**src/rtl/conf_cal_pkg.sv**
```systemverilog
// Shared types and constants for the inverter-pair strength calibration controller.
// Holds the FSM and phase enums plus the idle/reset drive pattern.
package conf_cal_pkg;

  typedef enum logic [2:0] {
    StIdle,
    StSet,
    StSettle,
    StSample,
    StDecide,
    StDoneS,
    StFail
  } state_e;

  typedef enum logic {
    PhaseP,
    PhaseN
  } phase_e;

  // Idle drive: up-inverter codes all ones, down-inverter codes (the complement) all zeros.
  localparam logic RstUpBit = 1'b1;

  localparam logic [1:0] FbHigh = 2'b10;
  localparam logic [1:0] FbLow  = 2'b01;

  function automatic int unsigned clog2_min1(input int unsigned n);
    return (n > 1) ? $clog2(n) : 1;
  endfunction

endpackage

```
**src/rtl/conf_cal_vote.sv**
```systemverilog
// Majority voter for comparator feedback: counts high/low/invalid samples over one
// decision window and reports whether the bit should be cleared or the trial failed.
module conf_cal_vote
  import conf_cal_pkg::*;
#(
  parameter int unsigned VOTES = 3
) (
  input  logic       clk_i,
  input  logic       rst_i,
  input  logic       clr_i,
  input  logic       en_i,
  input  logic [1:0] fb_i,
  output logic       fail_o,
  output logic       high_o
);

  localparam int unsigned CntW = clog2_min1(VOTES + 1);

  logic [CntW-1:0] high_q, low_q, inv_q;

  always_ff @(posedge clk_i or posedge rst_i) begin
    if (rst_i) begin
      high_q <= '0;
      low_q  <= '0;
      inv_q  <= '0;
    end else if (clr_i) begin
      high_q <= '0;
      low_q  <= '0;
      inv_q  <= '0;
    end else if (en_i) begin
      unique case (fb_i)
        FbHigh:  high_q <= high_q + CntW'(1);
        FbLow:   low_q  <= low_q + CntW'(1);
        default: inv_q  <= inv_q + CntW'(1);
      endcase
    end
  end

  assign fail_o = inv_q > CntW'(VOTES / 2);
  assign high_o = high_q > low_q;

endmodule

```
**src/rtl/conf_cal_ctrl.sv**
```systemverilog
// Successive-approximation calibration of PMOS then NMOS strength codes for a
// complementary inverter pair, driven by a voted comparator decision per bit.
module conf_cal_ctrl
  import conf_cal_pkg::*;
#(
  parameter int unsigned WIDTH         = 16,
  parameter int unsigned SETTLE_CYCLES = 8,
  parameter int unsigned VOTES         = 3
) (
  input  logic             CLK,
  input  logic             RST,
  input  logic             START,
  input  logic             ABORT,
  input  logic             O_INVU,
  input  logic             O_INVD,
  output logic [WIDTH-1:0] INVU_PCONF,
  output logic [WIDTH-1:0] INVU_NCONF,
  output logic [WIDTH-1:0] INVD_PCONF,
  output logic [WIDTH-1:0] INVD_NCONF,
  output logic             BUSY,
  output logic             DONE,
  output logic             ERR
);

  localparam int unsigned IdxW   = clog2_min1(WIDTH);
  localparam int unsigned CntMax = (SETTLE_CYCLES > VOTES) ? SETTLE_CYCLES : VOTES;
  localparam int unsigned CntW   = clog2_min1(CntMax + 1);

  localparam logic [WIDTH-1:0] RstCode    = {WIDTH{RstUpBit}};
  localparam logic [IdxW-1:0]  IdxTop     = IdxW'(WIDTH - 1);
  localparam logic [CntW-1:0]  SettleLast = CntW'(SETTLE_CYCLES - 1);
  localparam logic [CntW-1:0]  VoteLast   = CntW'(VOTES - 1);

  state_e           state_q;
  phase_e           phase_q;
  logic [IdxW-1:0]  idx_q;
  logic [CntW-1:0]  cnt_q;
  logic [WIDTH-1:0] pcode_q, ncode_q;
  logic             busy_q, done_q, err_q;

  logic vote_clr, vote_en, vote_fail, vote_high;

  assign vote_clr = (state_q == StSet);
  assign vote_en  = (state_q == StSample);

  conf_cal_vote #(
    .VOTES (VOTES)
  ) u_vote (
    .clk_i  (CLK),
    .rst_i  (RST),
    .clr_i  (vote_clr),
    .en_i   (vote_en),
    .fb_i   ({O_INVU, O_INVD}),
    .fail_o (vote_fail),
    .high_o (vote_high)
  );

  always_ff @(posedge CLK or posedge RST) begin
    if (RST) begin
      state_q <= StIdle;
      phase_q <= PhaseP;
      idx_q   <= '0;
      cnt_q   <= '0;
      pcode_q <= RstCode;
      ncode_q <= RstCode;
      busy_q  <= 1'b0;
      done_q  <= 1'b0;
      err_q   <= 1'b0;
    end else if (ABORT && (state_q != StIdle)) begin
      // Abort wins over any in-flight decision and leaves ERR untouched.
      state_q <= StIdle;
      cnt_q   <= '0;
      pcode_q <= RstCode;
      ncode_q <= RstCode;
      busy_q  <= 1'b0;
      done_q  <= 1'b0;
    end else begin
      done_q <= 1'b0;
      unique case (state_q)
        StIdle: begin
          if (START) begin
            pcode_q <= '0;
            ncode_q <= '1;
            idx_q   <= IdxTop;
            phase_q <= PhaseP;
            err_q   <= 1'b0;
            busy_q  <= 1'b1;
            state_q <= StSet;
          end
        end
        StSet: begin
          if (phase_q == PhaseP) pcode_q[idx_q] <= 1'b1;
          else                   ncode_q[idx_q] <= 1'b1;
          cnt_q   <= '0;
          state_q <= (SETTLE_CYCLES == 0) ? StSample : StSettle;
        end
        StSettle: begin
          if (cnt_q == SettleLast) begin
            cnt_q   <= '0;
            state_q <= StSample;
          end else begin
            cnt_q <= cnt_q + CntW'(1);
          end
        end
        StSample: begin
          if (cnt_q == VoteLast) begin
            cnt_q   <= '0;
            state_q <= StDecide;
          end else begin
            cnt_q <= cnt_q + CntW'(1);
          end
        end
        StDecide: begin
          if (vote_fail) begin
            pcode_q <= RstCode;
            ncode_q <= RstCode;
            err_q   <= 1'b1;
            done_q  <= 1'b1;
            busy_q  <= 1'b0;
            state_q <= StFail;
          end else begin
            // Comparator says this trial is too strong: drop the bit.
            if (vote_high) begin
              if (phase_q == PhaseP) pcode_q[idx_q] <= 1'b0;
              else                   ncode_q[idx_q] <= 1'b0;
            end
            if (idx_q != '0) begin
              idx_q   <= idx_q - IdxW'(1);
              state_q <= StSet;
            end else if (phase_q == PhaseP) begin
              phase_q <= PhaseN;
              ncode_q <= '0;
              idx_q   <= IdxTop;
              state_q <= StSet;
            end else begin
              done_q  <= 1'b1;
              busy_q  <= 1'b0;
              state_q <= StDoneS;
            end
          end
        end
        StDoneS: state_q <= StIdle;
        StFail:  state_q <= StIdle;
        default: state_q <= StIdle;
      endcase
    end
  end

  assign INVU_PCONF = pcode_q;
  assign INVD_PCONF = ~pcode_q;
  assign INVU_NCONF = ncode_q;
  assign INVD_NCONF = ~ncode_q;
  assign BUSY       = busy_q;
  assign DONE       = done_q;
  assign ERR        = err_q;

endmodule

```
**config.mk**
```make
export PLATFORM = sky130hd
export DESIGN_NAME = conf_cal_ctrl
export DESIGN_NICKNAME = d
export VERILOG_FILES = /design/src/rtl/conf_cal_pkg.sv /design/src/rtl/conf_cal_vote.sv /design/src/rtl/conf_cal_ctrl.sv
export SDC_FILE = /design/constraint.sdc
export NUM_CORES = 1
export LEC_CHECK = 0
export BUFFER_PORTS_ARGS = -buffer_cell sky130_fd_sc_hd__clkbuf_2
export CORE_ASPECT_RATIO = 0.8
export CORE_UTILIZATION = 52
export CTS_BUF_LIST = sky130_fd_sc_hd__clkbuf_8
export DETAILED_ROUTE_END_ITERATION = 10
export GPL_TIMING_DRIVEN = 0
export PLACE_DENSITY = 0.77
export REMOVE_ABC_BUFFERS = 1
export SLEW_MARGIN = 0
export SYNTH_ARGS = -nofsm -noshare
export SYNTH_HDL_FRONTEND = slang
export SYNTH_HIERARCHICAL = 1
export SYNTH_SLANG_ARGS = --single-unit
```
**constraint.sdc**
```tcl
create_clock -name CLK -period 2 [get_ports CLK]
set_input_delay 0.2 -clock CLK [delete_from_list [all_inputs] [get_ports CLK]]
set_output_delay 0.2 -clock CLK [all_outputs]
set_load 0.01 [all_outputs]
```
# --- Word-level counts from Yosys, hierarchy flattened ---
# Index checks and enable logic that the tools add are counted.
totals:
  register_bits: 53
  inputBits: 6
  output_inout_bits: 67
  word_cells: 136
op_classes:
  n_addsub: 5
  magnitude_cmp: 4
  n_eq_ne: 23
  mux: 61
  bitwise: 8
  reduce_logical: 23
ops:
  columns: ["cell", "count"]
  rows:
  - ["16-bit 2-to-1 mux", 14]
  - ["16-bit case mux with 3 select lines", 2]
  - ["16-bit inverter", 3]
  - ["16-bit bitwise AND", 2]
  - ["16-bit OR", 2]
  - ["4-bit 2-to-1 mux", 7]
  - ["3-bit 2-to-1 mux", 7]
  - ["2-bit 2-to-1 mux", 9]
  - ["3-bit inequality test, second input constant", 6]
  - ["1-bit 2-to-1 mux", 15]
  - ["3-bit case mux with 5 select lines", 1]
  - ["5-bit AND reduction", 3]
  - ["4-bit by 3-bit inequality test with 1-bit output, second input constant", 3]
  - ["4-bit case mux with 3 select lines", 1]
  - ["4-bit nonzero test", 3]
  - ["4-bit case mux with 2 select lines", 1]
  - ["4-bit AND reduction", 2]
  - ["2-bit nonzero test", 4]
  - ["2-bit by 1-bit adder with 2-bit output, second input constant", 3]
  - ["3-bit by 2-bit equality test with 1-bit output, second input constant", 2]
  - ["2-bit inequality test, second input constant", 3]
  - ["1-bit case mux with 2 select lines", 3]
  - ["2-bit AND reduction", 3]
  - ["3-bit AND reduction", 2]
  - ["other kinds (20)", 23]

# --- Depth between registers and ports, before layout ---
depth:
  depth_word: 13
  ltp_mapped: 10
  ltp_nobuf: 8

# --- Modules after synthesis ---
# Netlist, hierarchy kept.
by_module_without_submodules:
  columns: ["module", "n_inst", "cells_each", "area_each_um2", "seq_area_each_um2"]
  rows:
  - ["conf_cal_ctrl", 1, 357, 3195.6, 1216.2]
  - ["conf_cal_vote", 1, 40, 416.6, 150.1]

# --- Least setup slack after synthesis ---
# OpenSTA, ideal clock, no wires.
synth_timing:
  path_kind: "register to register"
  start: "register u_vote.high_q[1]"
  end: "register ncode_q[1], in the netlist INVU_NCONF[1]"
  setup_time_ns: 0.092
  arrival_ns: 1.963
  required_time_ns: 1.908
  slack_ns: -0.055
  path_stages_with_launch: 10
  n_path_buf: 2
  period_less_slack_ns: 2.055
  path_cell_list: "dfrtp_1 ha_1 nor2b_1 a2bb2oi_1 and2_1 clkbuf_1 clkbuf_1 a211oi_1 o31ai_1 o21ai_0"
synth_between:
  elab_chain_cells: 7
synth_lines:
  columns: ["item", "line", "source"]
  rows:
  - ["start: declaration", "conf_cal_vote.sv:19", "logic [CntW-1:0] high_q, low_q, inv_q;"]
  - ["start signal: assignment", "conf_cal_vote.sv:32", "FbHigh: high_q <= high_q + CntW'(1);"]
  - ["2-bit > comparator *", "conf_cal_vote.sv:40", "assign high_o = high_q > low_q;"]
  - ["via vote_high", "conf_cal_ctrl.sv:41", "logic vote_clr, vote_en, vote_fail, vote_high;"]
  - ["16-bit 2-to-1 mux *", "conf_cal_ctrl.sv:123", "if (vote_high) begin"]
  - ["16-bit 2-to-1 mux", "conf_cal_ctrl.sv:130", "end else if (phase_q == PhaseP) begin"]
  - ["16-bit 2-to-1 mux *", "conf_cal_ctrl.sv:127", "if (idx_q != '0) begin"]
  - ["16-bit 2-to-1 mux *", "conf_cal_ctrl.sv:114", "if (vote_fail) begin"]
  - ["16-bit case mux with 3 select lines *", "conf_cal_ctrl.sv:79", "unique case (state_q)"]
  - ["16-bit 2-to-1 mux *", "conf_cal_ctrl.sv:69", "end else if (ABORT && (state_q != StIdle)) begin"]
  - ["end signal: assignment", "conf_cal_ctrl.sv:65", "ncode_q <= RstCode;"]
  - ["end signal: assignment", "conf_cal_ctrl.sv:74", "ncode_q <= RstCode;"]
  - ["end signal: assignment", "conf_cal_ctrl.sv:116", "ncode_q <= RstCode;"]
  - ["end: declaration", "conf_cal_ctrl.sv:38", "logic [WIDTH-1:0] pcode_q, ncode_q;"]
# The timed path passes the listed nets; every way through them passes the cells marked *.
# A chain may end at the register's enable or synchronous reset.

# --- Worst setup path after layout ---
layout_timing:
  start: "register u_vote.high_q[1]"
  end: "register pcode_q[0], in the netlist INVU_PCONF[0]"
layout_between:
  elab_chain_cells: 3
layout_lines:
  columns: ["item", "line", "source"]
  rows:
  - ["2-bit > comparator", "conf_cal_vote.sv:40", null]
  - ["via vote_high", "conf_cal_ctrl.sv:41", null]
  - ["4-bit by 2-bit inequality test with 1-bit output (no source line)", null, null]
  - ["5-bit AND reduction (no source line)", null, null]
  - ["end signal: assignment", "conf_cal_ctrl.sv:64", "pcode_q <= RstCode;"]
  - ["end signal: assignment", "conf_cal_ctrl.sv:73", "pcode_q <= RstCode;"]
  - ["end signal: assignment", "conf_cal_ctrl.sv:115", "pcode_q <= RstCode;"]
  - ["end: declaration", "conf_cal_ctrl.sv:38", null]
# The timed path passes the listed nets, and every way through them passes these cells.

==> impl_metrics.yaml <==
clock_tree:
  cts_buffers: 5
  root_buffer: "clkbuf_8"
  cts_tree: "built"
  cts_max_level: 2
  clk_pin_slew_ns: 0.09
  ctsLongestPathBuffers: 2
  clk-insertion-delay-late_ns: 0.32
  clock-sinks: 53
die:
  core_um2: 6540
  row_count: 26
  initial_utilization_pct: 55.2
  ioPinCount: 73
  die_y_um: 76.5
  die_w_um: 95.2
  die_area_um2: 7290
setup_path:
  reg2reg_from: "u_vote/high_q[1]"
  crit_path_cell_trace: "ha_4 -> nor2b_4 -> a2bb2oi_4 -> inv_2 -> o221ai_4 -> and4bb_4 -> buf_12 -> a22oi_2"
  r2r-end: "INVU_PCONF[0]"
  critPathLaunchType: "register"
  arrival_ns: 2.23
  max_stage_delay_ns: 0.42
  r2r_cells: 8
  crit_type: "reg -> reg"
  worstPathRequired_ns: 2.24
  cp-end-kind: "register"
  cpMaxStageDelayCell: "dfrtp_1"
  cp-startpoint: "u_vote/high_q[1]"
  worstPathMaxFanout: 8
  timing.critical_path.to: "INVU_PCONF[0]"
  regToRegSetupSlack_ns: 0.009
drt:
  drtAntennaViolNets: 0
  via_per_inst: 6.31
  first_iter_violations: 367
  vias: 3534
  post-route-drc-count: 0
  firstDrtPassIters: 8
  drt_wl_total_um: 10100
  avgRoutedWirePerCell_um: 18.0
synthesis:
  ys_seq_area_share_pct: 37.8
  synth_top_area_share_pct: 23.3
  yosys-top-cells-count: "inv_1, dfstp_2, a21oi_1, nor2_1, dfrtp_1"
  yosysWarningCount: 6
  synth.area.top_cells: "dfstp_2, dfrtp_1, inv_1"
  yosysMostFrequentCell: "inv_1"
  synth_area_um2: 3610
  ys_types: 58
  synth.largest_area_cell: "dfstp_2"
  syn_inst: 397
  ys_seq_elements: 53
  synthFlopType: "dfstp_2"
  synth_edf_count: 0
  async_flop_share_pct: 100
  avgSynthCellArea_um2: 9.10
global_routing:
  use_met2_pct: 43.6
  grt.overflow.total: 0
  grt.met1_usage_pct: 42.1
  antenna_found_initial: 0
  grt_use_total_pct: 28.9
  grt_pass1_wl_um: 16400
  busiest_layer: "met2"
  globalRouteMet3Util_pct: 4.79
  grt_max_degree: 26
  grt_pass1_vias: 3262
layout:
  n_antenna_cell: 0
  final_util_pct: 69.0
  layout-drive-gt1-share_pct: 40.3
  fin_nets: 494
  area_growth_pct: 24.9
  fillerInstances: 505
timing:
  min_period_ns: 1.99
  fmax_mhz: 502
  setup-tns-final_ns: 0
  max_slew_margin_pct: 52.0
  maxSlewViolCount: 0
  fin_skew_ns: 0.0156
  final_hold_viol_count: 0
  worst_slew_pin_slew_ns: 0.718
  finalCritPeriodShare_pct: 99.5
  grt_setup_unrepaired: "true"
  setup_viol: 0
hold_path:
  hp-class: "in -> reg"
  min_from: "START"
  hold_depth: 3
placement:
  place.gp.congestion: 0.785
  dp_hpwl_um: 6240
  portBuffers: 72
power_and_ir_drop:
  leakage_nw: 2.05
  vdd_drop_max_mv: 0.709
  powerDensity_nw_per_um2: 1270
run:
  drv_cap: 0
status:
  outcome: "complete, no violations"
[power by group]
part	total, mW	switching, mW	internal, mW
Combinational	3.23	1.78	1.45
Sequential	1.74	0.245	1.49
Clock	0.743	0.376	0.368
Total	5.71	2.40	3.31
[registers in the layout, summed over array words and instances (netlist names)]
register,cells
BUSY,1
DONE,1
ERR,1
INVU_NCONF,16
INVU_PCONF,16
cnt_q,4
idx_q,4
phase_q,1
state_q,3
u_vote/high_q,2
u_vote/inv_q,2
u_vote/low_q,2
[timing repair]
item,4_1_cts,5_1_grt
resized for setup,32,15
endpoints found under the hold margin,18,0
hold buffers,1,0
pin swaps,6,21
setup buffers,19,3
endpoints found under the setup margin,36,38
gates cloned,2,0
[cell usage in the layout, fill, tap and decap left out, types with 10 or more instances in the layout]
cell / Yosys / routed
nor2_1: 22 / 20
o21ai_0: 19 / 18
clkbuf_2: 0 / 72
dfrtp_1: 21 / 15
buf_4: 2 / 19
o211ai_1: 17 / 17
o31ai_1: 12 / 12
dfstp_2: 32 / 32
a21oi_1: 25 / 25
inv_1: 51 / 48
ha_1: 13 / 10
a211oi_1: 12 / 12
o21a_1: 11 / 11
nand2_1: 10 / 10
nand2b_1: 10 / 10
a22oi_2: 10 / 12
[worst min path at each step]
stage                             to  slack, ns
floorplan           u_vote/high_q[0]     -0.009
global placement    u_vote/high_q[0]       0.12
detailed placement   u_vote/low_q[0]       0.13
CTS                             BUSY       0.22
global route                    BUSY       0.26
finish                          BUSY       0.24
[stage by stage]
| stage | setup WS, ns | instances | area, um2 | power [mW] | hold slack (ns) |
|---|---|---|---|---|---|
| 3_3_place_gp | -1.24 | 524 | 3930 | 4.13 | 0.122 |
| 6_report | 0.00924 | 560 | 4510 | 5.71 | 0.239 |
| 2_1_floorplan | -0.420 | 368 | 3460 | 3.42 | -0.00904 |
| 3_5_place_dp | -1.02 | 528 | 3990 | 4.27 | 0.129 |
| 5_1_grt | -0.118 | 560 | 4510 | 6.05 | 0.261 |
| 4_1_cts | 0.00539 | 558 | 4440 | 5.53 | 0.222 |
[routing by layer]
metal | share of wire (%) | routed length [um]
met1 | 42 | 4220
met2 | 46 | 4660
met4 | 2.5 | 251
met3 | 9.5 | 961
met5 | 0 | 0
[cell families after synthesis]
| kind of cell | Yosys count | share of synthesized area, % |
|---|---|---|
| compound gates | 142 | 28.6 |
| simple gates | 104 | 18.0 |
| buf+inv | 80 | 9.42 |
| flops | 53 | 37.8 |
| fa+ha+maj | 13 | 4.50 |
| mux | 3 | 1.14 |
| xor+xnor | 2 | 0.485 |
[final cells by class]
| cell class | count | area, um2 | share of cell area (%) |
|---|---|---|---|
| tap | 84 | 105 | 2.33 |
| multi-input combinational | 264 | 2080 | 46.1 |
| timing repair buffer | 100 | 649 | 14.4 |
| clock inverter | 3 | 38.8 | 0.860 |
| inverter | 51 | 191 | 4.24 |
| sequential | 53 | 1380 | 30.6 |
| clock buffer | 5 | 68.8 | 1.53 |
[worst max-delay path: cells and delay by family (launching register included)]
family | cells | cell delay [ns]
buffers and inverters | 2 | 0.21
AO/OA/AOI/OAI | 3 | 0.51
flip-flops | 1 | 0.42
AND/OR/NAND/NOR | 2 | 0.50
adder cells (fa/ha/maj) | 1 | 0.28
Note: power is estimated with default switching activity, not from simulation.
